--- src/rtl/alu_issue_queue_pkg.sv ---
// Shared types for the ALU reservation station: operand/entry records, the
// registered ALU input bundle and the ALU control encodings.
package alu_issue_queue_pkg;

    localparam int TAG_W = 6;

    localparam logic [3:0] ALU_AND = 4'b0000;
    localparam logic [3:0] ALU_OR  = 4'b0001;
    localparam logic [3:0] ALU_ADD = 4'b0010;
    localparam logic [3:0] ALU_SUB = 4'b0110;
    localparam logic [3:0] ALU_XOR = 4'b0011;
    localparam logic [3:0] ALU_SRA = 4'b1110;

    typedef struct packed {
        logic [31:0]      val;
        logic [TAG_W-1:0] tag;
        logic             rdy;
    } srcOperandStruct;

    typedef struct packed {
        logic [3:0]       ALUCtrl;
        logic             ALUSrc;
        logic [31:0]      imm;
        srcOperandStruct  src1;
        srcOperandStruct  src2;
        logic [TAG_W-1:0] dest_tag;
    } rsEntryStruct;

    typedef struct packed {
        logic        valid;
        logic [3:0]  ALUCtrl;
        logic        ALUSrc;
        logic [31:0] imm;
        logic [31:0] rs1;
        logic [31:0] rs2;
    } aluInStruct;

    // A waiting operand whose tag matches the broadcast takes the CDB value.
    function automatic srcOperandStruct wake_src(input srcOperandStruct s,
                                                 input logic cdb_valid,
                                                 input logic [TAG_W-1:0] cdb_tag,
                                                 input logic [31:0] cdb_value);
        srcOperandStruct r;
        r = s;
        if (cdb_valid && !s.rdy && (s.tag == cdb_tag)) begin
            r.val = cdb_value;
            r.rdy = 1'b1;
        end
        return r;
    endfunction

endpackage

--- src/rtl/alu_issue_queue_if.sv ---
// Dispatch handshake and CDB broadcast bundle seen by the ALU issue queue.
interface alu_issue_queue_if;
    import alu_issue_queue_pkg::*;

    logic             disp_valid;
    logic             disp_ready;
    rsEntryStruct     disp_entry;
    logic             cdb_valid;
    logic [TAG_W-1:0] cdb_tag;
    logic [31:0]      cdb_value;

    modport master (output disp_valid, disp_entry, cdb_valid, cdb_tag, cdb_value,
                    input  disp_ready);
    modport slave  (input  disp_valid, disp_entry, cdb_valid, cdb_tag, cdb_value,
                    output disp_ready);
endinterface

--- src/rtl/alu_issue_queue_oldest_ready_select.sv ---
// Combinational oldest-first pick: age[i][j]=1 means entry i was dispatched before j.
module oldest_ready_select #(
    parameter int DEPTH = 4
) (
    input  logic [DEPTH-1:0]            ready,
    input  logic [DEPTH-1:0][DEPTH-1:0] age,
    output logic [DEPTH-1:0]            grant,
    output logic                        found
);
    always_comb begin
        grant = '0;
        for (int i = 0; i < DEPTH; i++) begin
            grant[i] = ready[i];
            for (int j = 0; j < DEPTH; j++) begin
                if ((j != i) && ready[j] && !age[i][j])
                    grant[i] = 1'b0;
            end
        end
        found = |ready;
    end
endmodule

--- src/rtl/alu_issue_queue.sv ---
// ALU reservation station: holds dispatched ops, captures CDB results and
// issues the oldest ready op into a registered ALU input each cycle.
module alu_issue_queue
    import alu_issue_queue_pkg::*;
#(
    parameter int DEPTH = 4
) (
    input  logic                     clk,
    input  logic                     rst_n,
    alu_issue_queue_if.slave         bus,
    input  logic                     issue_stall,
    input  logic                     flush,
    output aluInStruct               aluIn,
    output logic [TAG_W-1:0]         issue_tag,
    output logic [$clog2(DEPTH):0]   occupancy
);
    localparam int IDX_W = $clog2(DEPTH);
    localparam int OCC_W = IDX_W + 1;

    rsEntryStruct                entry_q [DEPTH];
    logic [DEPTH-1:0]            valid_q;
    logic [DEPTH-1:0][DEPTH-1:0] age_q;

    logic [DEPTH-1:0] ready;
    logic [DEPTH-1:0] grant;
    logic             found;
    logic [IDX_W-1:0] free_idx;
    logic [IDX_W-1:0] sel_idx;
    logic             accept;
    logic             do_issue;
    rsEntryStruct     disp_woken;

    always_comb begin
        occupancy = '0;
        ready     = '0;
        free_idx  = '0;
        for (int i = DEPTH - 1; i >= 0; i--) begin
            occupancy = occupancy + OCC_W'(valid_q[i]);
            ready[i]  = valid_q[i] && entry_q[i].src1.rdy &&
                        (entry_q[i].src2.rdy || entry_q[i].ALUSrc);
            if (!valid_q[i])
                free_idx = IDX_W'(i);
        end
    end

    always_comb begin
        sel_idx = '0;
        for (int i = 0; i < DEPTH; i++) begin
            if (grant[i])
                sel_idx = IDX_W'(i);
        end
    end

    always_comb begin
        disp_woken      = bus.disp_entry;
        disp_woken.src1 = wake_src(bus.disp_entry.src1, bus.cdb_valid, bus.cdb_tag, bus.cdb_value);
        disp_woken.src2 = wake_src(bus.disp_entry.src2, bus.cdb_valid, bus.cdb_tag, bus.cdb_value);
    end

    oldest_ready_select #(.DEPTH(DEPTH)) u_select (
        .ready (ready),
        .age   (age_q),
        .grant (grant),
        .found (found)
    );

    // Readiness uses pre-flush occupancy; flush only blocks the actual write.
    assign bus.disp_ready = (occupancy < OCC_W'(DEPTH));
    assign accept         = bus.disp_valid && bus.disp_ready && !flush;
    assign do_issue       = found && !issue_stall && !flush;

    always_ff @(posedge clk or negedge rst_n) begin
        if (!rst_n) begin
            valid_q <= '0;
            age_q   <= '0;
            for (int i = 0; i < DEPTH; i++)
                entry_q[i] <= '0;
        end else if (flush) begin
            valid_q <= '0;
            age_q   <= '0;
        end else begin
            for (int i = 0; i < DEPTH; i++) begin
                if (valid_q[i]) begin
                    entry_q[i].src1 <= wake_src(entry_q[i].src1, bus.cdb_valid, bus.cdb_tag, bus.cdb_value);
                    entry_q[i].src2 <= wake_src(entry_q[i].src2, bus.cdb_valid, bus.cdb_tag, bus.cdb_value);
                end
            end
            if (do_issue)
                valid_q[sel_idx] <= 1'b0;
            // New entry is younger than every entry currently held.
            if (accept) begin
                valid_q[free_idx] <= 1'b1;
                entry_q[free_idx] <= disp_woken;
                for (int j = 0; j < DEPTH; j++) begin
                    age_q[free_idx][j] <= 1'b0;
                    age_q[j][free_idx] <= valid_q[j];
                end
            end
        end
    end

    always_ff @(posedge clk or negedge rst_n) begin
        if (!rst_n) begin
            aluIn     <= '0;
            issue_tag <= '0;
        end else if (flush) begin
            aluIn.valid <= 1'b0;
        end else if (!issue_stall) begin
            if (found) begin
                aluIn.valid   <= 1'b1;
                aluIn.ALUCtrl <= entry_q[sel_idx].ALUCtrl;
                aluIn.ALUSrc  <= entry_q[sel_idx].ALUSrc;
                aluIn.imm     <= entry_q[sel_idx].imm;
                aluIn.rs1     <= entry_q[sel_idx].src1.val;
                aluIn.rs2     <= entry_q[sel_idx].src2.val;
                issue_tag     <= entry_q[sel_idx].dest_tag;
            end else begin
                aluIn.valid <= 1'b0;
            end
        end
    end

endmodule

--- src/flat_wrapper.sv ---
// flat-port wrapper written by rule: the top's interface ports become plain ports
module alu_issue_queue_flat import alu_issue_queue_pkg::*;
#(
    parameter int DEPTH = 4
)
  (clk, rst_n, issue_stall, flush, aluIn, issue_tag, occupancy, bus_disp_valid, bus_disp_entry, bus_cdb_valid, bus_cdb_tag, bus_cdb_value, bus_disp_ready);
  alu_issue_queue_if bus_i ();
  input  logic clk;
  input  logic rst_n;
  input  logic issue_stall;
  input  logic flush;
  output aluInStruct aluIn;
  output logic [TAG_W-1:0] issue_tag;
  output logic [$clog2(DEPTH):0] occupancy;
  input wire logic [$bits(bus_i.disp_valid)-1:0] bus_disp_valid;
  input wire logic [$bits(bus_i.disp_entry)-1:0] bus_disp_entry;
  input wire logic [$bits(bus_i.cdb_valid)-1:0] bus_cdb_valid;
  input wire logic [$bits(bus_i.cdb_tag)-1:0] bus_cdb_tag;
  input wire logic [$bits(bus_i.cdb_value)-1:0] bus_cdb_value;
  output wire logic [$bits(bus_i.disp_ready)-1:0] bus_disp_ready;
  assign bus_i.disp_valid = bus_disp_valid;
  assign bus_i.disp_entry = bus_disp_entry;
  assign bus_i.cdb_valid = bus_cdb_valid;
  assign bus_i.cdb_tag = bus_cdb_tag;
  assign bus_i.cdb_value = bus_cdb_value;
  assign bus_disp_ready = bus_i.disp_ready;
  alu_issue_queue #(.DEPTH(DEPTH)) u_core (.clk(clk), .rst_n(rst_n), .bus(bus_i), .issue_stall(issue_stall), .flush(flush), .aluIn(aluIn), .issue_tag(issue_tag), .occupancy(occupancy));
endmodule
--- config.mk ---
export PLATFORM = sky130hd
export DESIGN_NAME = alu_issue_queue_flat
export DESIGN_NICKNAME = d
export VERILOG_FILES = /design/src/rtl/alu_issue_queue_pkg.sv /design/src/rtl/alu_issue_queue_if.sv /design/src/rtl/alu_issue_queue_oldest_ready_select.sv /design/src/rtl/alu_issue_queue.sv /design/src/flat_wrapper.sv
export SDC_FILE = /design/constraint.sdc
export NUM_CORES = 2
export LEC_CHECK = 0
export CORE_ASPECT_RATIO = 0.9
export CORE_MARGIN = 5
export CORE_UTILIZATION = 37
export DETAILED_ROUTE_END_ITERATION = 12
export GPL_TIMING_DRIVEN = 0
export SYNTH_ARGS = -nofsm -noshare
export SYNTH_HDL_FRONTEND = slang
export SYNTH_SLANG_ARGS = --single-unit
export TNS_END_PERCENT = 100
--- constraint.sdc ---
create_clock -name clk -period 6.1 [get_ports clk]
set_input_delay 1.22 -clock clk [delete_from_list [all_inputs] [get_ports clk]]
set_output_delay 1.22 -clock clk [all_outputs]
set_load 0.02 [all_outputs]
==> results by group <==
Clock network
  • Total CTS buffers: 71
  • Worst-path clk slew: ~0.060 ns
  • Clock buffer depth: 3
  • H-tree Lvls: 3
  • Root buf cell: clkbuf_16
  • Sink Count: just over 600
  • Worst-Skew Late Latency: around 0.63 ns
  • Post-cts repair resize count: 0
  • Post-CTS Setup Bufs: 0
  • TritonCTS clock tree: yes
  • Hold_buf cts: 0

Synth
  • Register area share after synthesis: between 50% and 60%
  • Syn Area/Cell: 9.59 um2
  • Number of flops mapped to enable cells by yosys: 0
  • Seq cells post-synth: around 600
  • Ys Warns: 0
  • Syn Inst Count: approximately 3100
  • Synth Net Count: 3229
  • Distinct cells, synth: 68
  • Synth async-reset ratio: 100%
  • Primary FF master, synth: dfrtp_1
  • Mapped Area: 0.0294 mm2

Floorplan
  • Die area: around 0.085 mm2
  • Starting Density: around 37%
  • Die width: between 300 and 400 um
  • Core Region: 0.0791 mm2
  • Die Height: 277 um
  • Std cell rows: between 90 and 100
  • Num ports: between 200 and 300

Routing
  • Total wire length: about 120000 um
  • Residual DRC: 0
  • Final ANT Viol Nets: 0
  • DR WL/cell: 26.2 um
  • Vias: 27300
  • Vias per Instance: approximately 6.1
  • 1st-iter DRT viols: around 3200
  • First-pass detailed-route iteration total: 6

Placement
  • Buffers on Ports: 268
  • Placed Area: 0.0335 mm2
  • Post-detail-place hpwl: 83800 um
  • Gpl congestion: roughly 0.92

Critical path
  • Crit path launch type: flop
  • Arrival time worst endpoint: approximately 5.4 ns
  • CP Capture Type: flop
  • CP Class: reg2reg
  • Worst r2r path cells: 12
  • Crit path required time: about 6.6 ns
  • Critical path fanouts, max: 10

Layout
  • Commonest non-fill, non-tap cell in the layout: dfrtp_1
  • Layout cell share with drive strength beyond 1: between 8 and 9%
  • Most frequent cells in the layout: dfrtp_1, nand2_1, clkdlybuf4s50_1, nand3_1, clkbuf_1
  • Final Instance Area: around 0.036 mm2
  • Fill count: between 7000 and 8000
  • Area grow syn2layout: 22.0%
  • Nets: 3576

Global route
  • GR Util met1: between 30% and 40%
  • Largest net degree at the start of global routing: about 110
  • GRT Util Overall: a little over a quarter
  • Initial antenna violation count: 9
  • GR Layer Usage met2: about 40%
  • Remaining Overflow, GRT: 0
  • First-pass GRT wire length: 175000 um
  • Vias in the first global route: between 20000 and 30000
  • Routing usage on met3: under 10%
  • Gr busiest metal: met2

Timing
  • Final setup fails: 0
  • Slew HR: -2.62%
  • RSZ-0062 raised after global routing: no
  • Fmax: between 200 and 250 MHz
  • Slew Viols, Final: 6
  • Final Hold Fails: 0
  • Worst-Margin Slew: roughly 1.5 ns
  • Minimum clock period: between 4 and 5 ns
  • Clock skew: roughly 0.032 ns
  • Crit share post-route: 80.0%
  • Setup_tns: 0 ns

Run
  • Number of max-cap violations: 1

Outcome
  • Failing checks: capacitance limit, slew limit
  • Status: complete, but fails checks

Pwr
  • Leakage: between 15 and 20 nW
  • PwrDens: ~390 mW/mm2
  • Worst vdd ir: roughly 180 uV

Min path
  • Worst Hold Depth: 2
  • Hold Path Class: reg2reg
-- synth_stat cells (14+ instances only) --
master / count / area, um2
and2_1: 34 / 213
and3_1: 34 / 213
nand2_1: 492 / 1850
xnor2_1: 46 / 403
o211a_1: 65 / 651
mux2_2: 84 / 946
buf_1: 14 / 52.6
a31oi_1: 109 / 682
a21o_1: 107 / 803
nor2_1: 148 / 556
dfrtp_1: 605 / 15100
xor2_1: 15 / 131
o21ai_0: 184 / 921
o21a_1: 65 / 488
a211oi_1: 32 / 240
a21oi_1: 142 / 711
clkbuf_1: 191 / 717
nand3_1: 243 / 1220
a32oi_1: 64 / 561
a221oi_1: 96 / 841
a22oi_1: 107 / 803
buf_2: 77 / 385
-- logic make-up (layout without fill, tap and decap cells) --
| family | count (synthesis) | in the layout | synth area share [%] |
|---|---|---|---|
| multiplexers | 86 | 86 | 3.29 |
| flip-flops | 605 | 605 | 51.6 |
| AND/OR/NAND/NOR | 1008 | 1008 | 15.2 |
| XOR/XNOR | 61 | 61 | 1.82 |
| buffers and inverters | 294 | 691 | 4.10 |
| other | 0 | 6 | 0 |
| AO/OA/AOI/OAI | 1002 | 1002 | 23.8 |
| adder cells (fa/ha/maj) | 4 | 4 | 0.196 |
-- per-layer routing --
metal | up-vias | wire length (um)
met5 | - | 10
met4 | 2 | 4810
met3 | 261 | 11900
met2 | 1460 | 51100
met1 | 13700 | 50500
li1 | 11900 | -
-- critical path, cell delays in order, from the launching register on --
cell and delay [ns]:
dfrtp_1 0.55, inv_1 0.14, ha_1 0.30, inv_1 0.05
fa_1 0.37, ha_1 0.30, nand2b_1 0.19, clkbuf_1 0.25
nor4_4 0.85, clkbuf_1 0.92, buf_2 0.50, a32oi_1 0.19
o21a_1 0.16
-- power breakdown --
part	switching, W	internal, W
logic	0.00197	0.00173
clock network	0.00176	0.00248
registers	0.000765	0.00511
-- sequential cells by signal (all words and copies together) (netlist names) --
register / flops
u_core.valid_q: 4
u_core.aluIn: 102
u_core.issue_tag: 6
u_core.entry_q: 484
u_core.age_q: 9
-- stage by stage --
step                      instances  hold WS [ns]  power [W]  util (%)  worst slack [ns]
after detailed placement       4384         0.456    0.00960      42.4              1.38
after global placement         4378         0.453    0.00956      42.2            -24.72
after global routing           4509         0.482     0.0144      45.3              1.16
after floorplan                3060         0.439    0.00779         -              2.95
after CTS                      4507         0.471     0.0138      45.2              1.36
final                          4513         0.466     0.0138      45.3              1.22
-- cell type report --
| type | count | area, um2 | area share (%) |
|---|---|---|---|
| Sequential cell | 605 | 15100 | 42.3 |
| Multi-Input combinational cell | 2161 | 13000 | 36.4 |
| Timing Repair Buffer | 274 | 2850 | 7.97 |
| Clock buffer | 107 | 2070 | 5.79 |
| Tap cell | 1050 | 1310 | 3.67 |
| Buffer | 284 | 1170 | 3.26 |
| Clock inverter | 16 | 179 | 0.500 |
| Inverter | 10 | 37.5 | 0.105 |
| Antenna cell | 6 | 15.0 | 0.0419 |
-- final timing paths --
| kind | start | endpoint | slack [ns] |
|---|---|---|---|
| max | u_core.valid_q[3] | u_core.entry_q[152] | 1.22 |
| min | u_core.entry_q[456] | u_core.entry_q[456] | 0.47 |
| max reg2reg | u_core.valid_q[3] | u_core.entry_q[152] | 1.22 |
| min reg2reg | u_core.entry_q[456] | u_core.entry_q[456] | 0.47 |
| max in group asynchronous | rst_n | u_core.aluIn[3] | 3.98 |
| min in group asynchronous | rst_n | u_core.aluIn[67] | 0.59 |
Power figures use the tool's default switching activity.
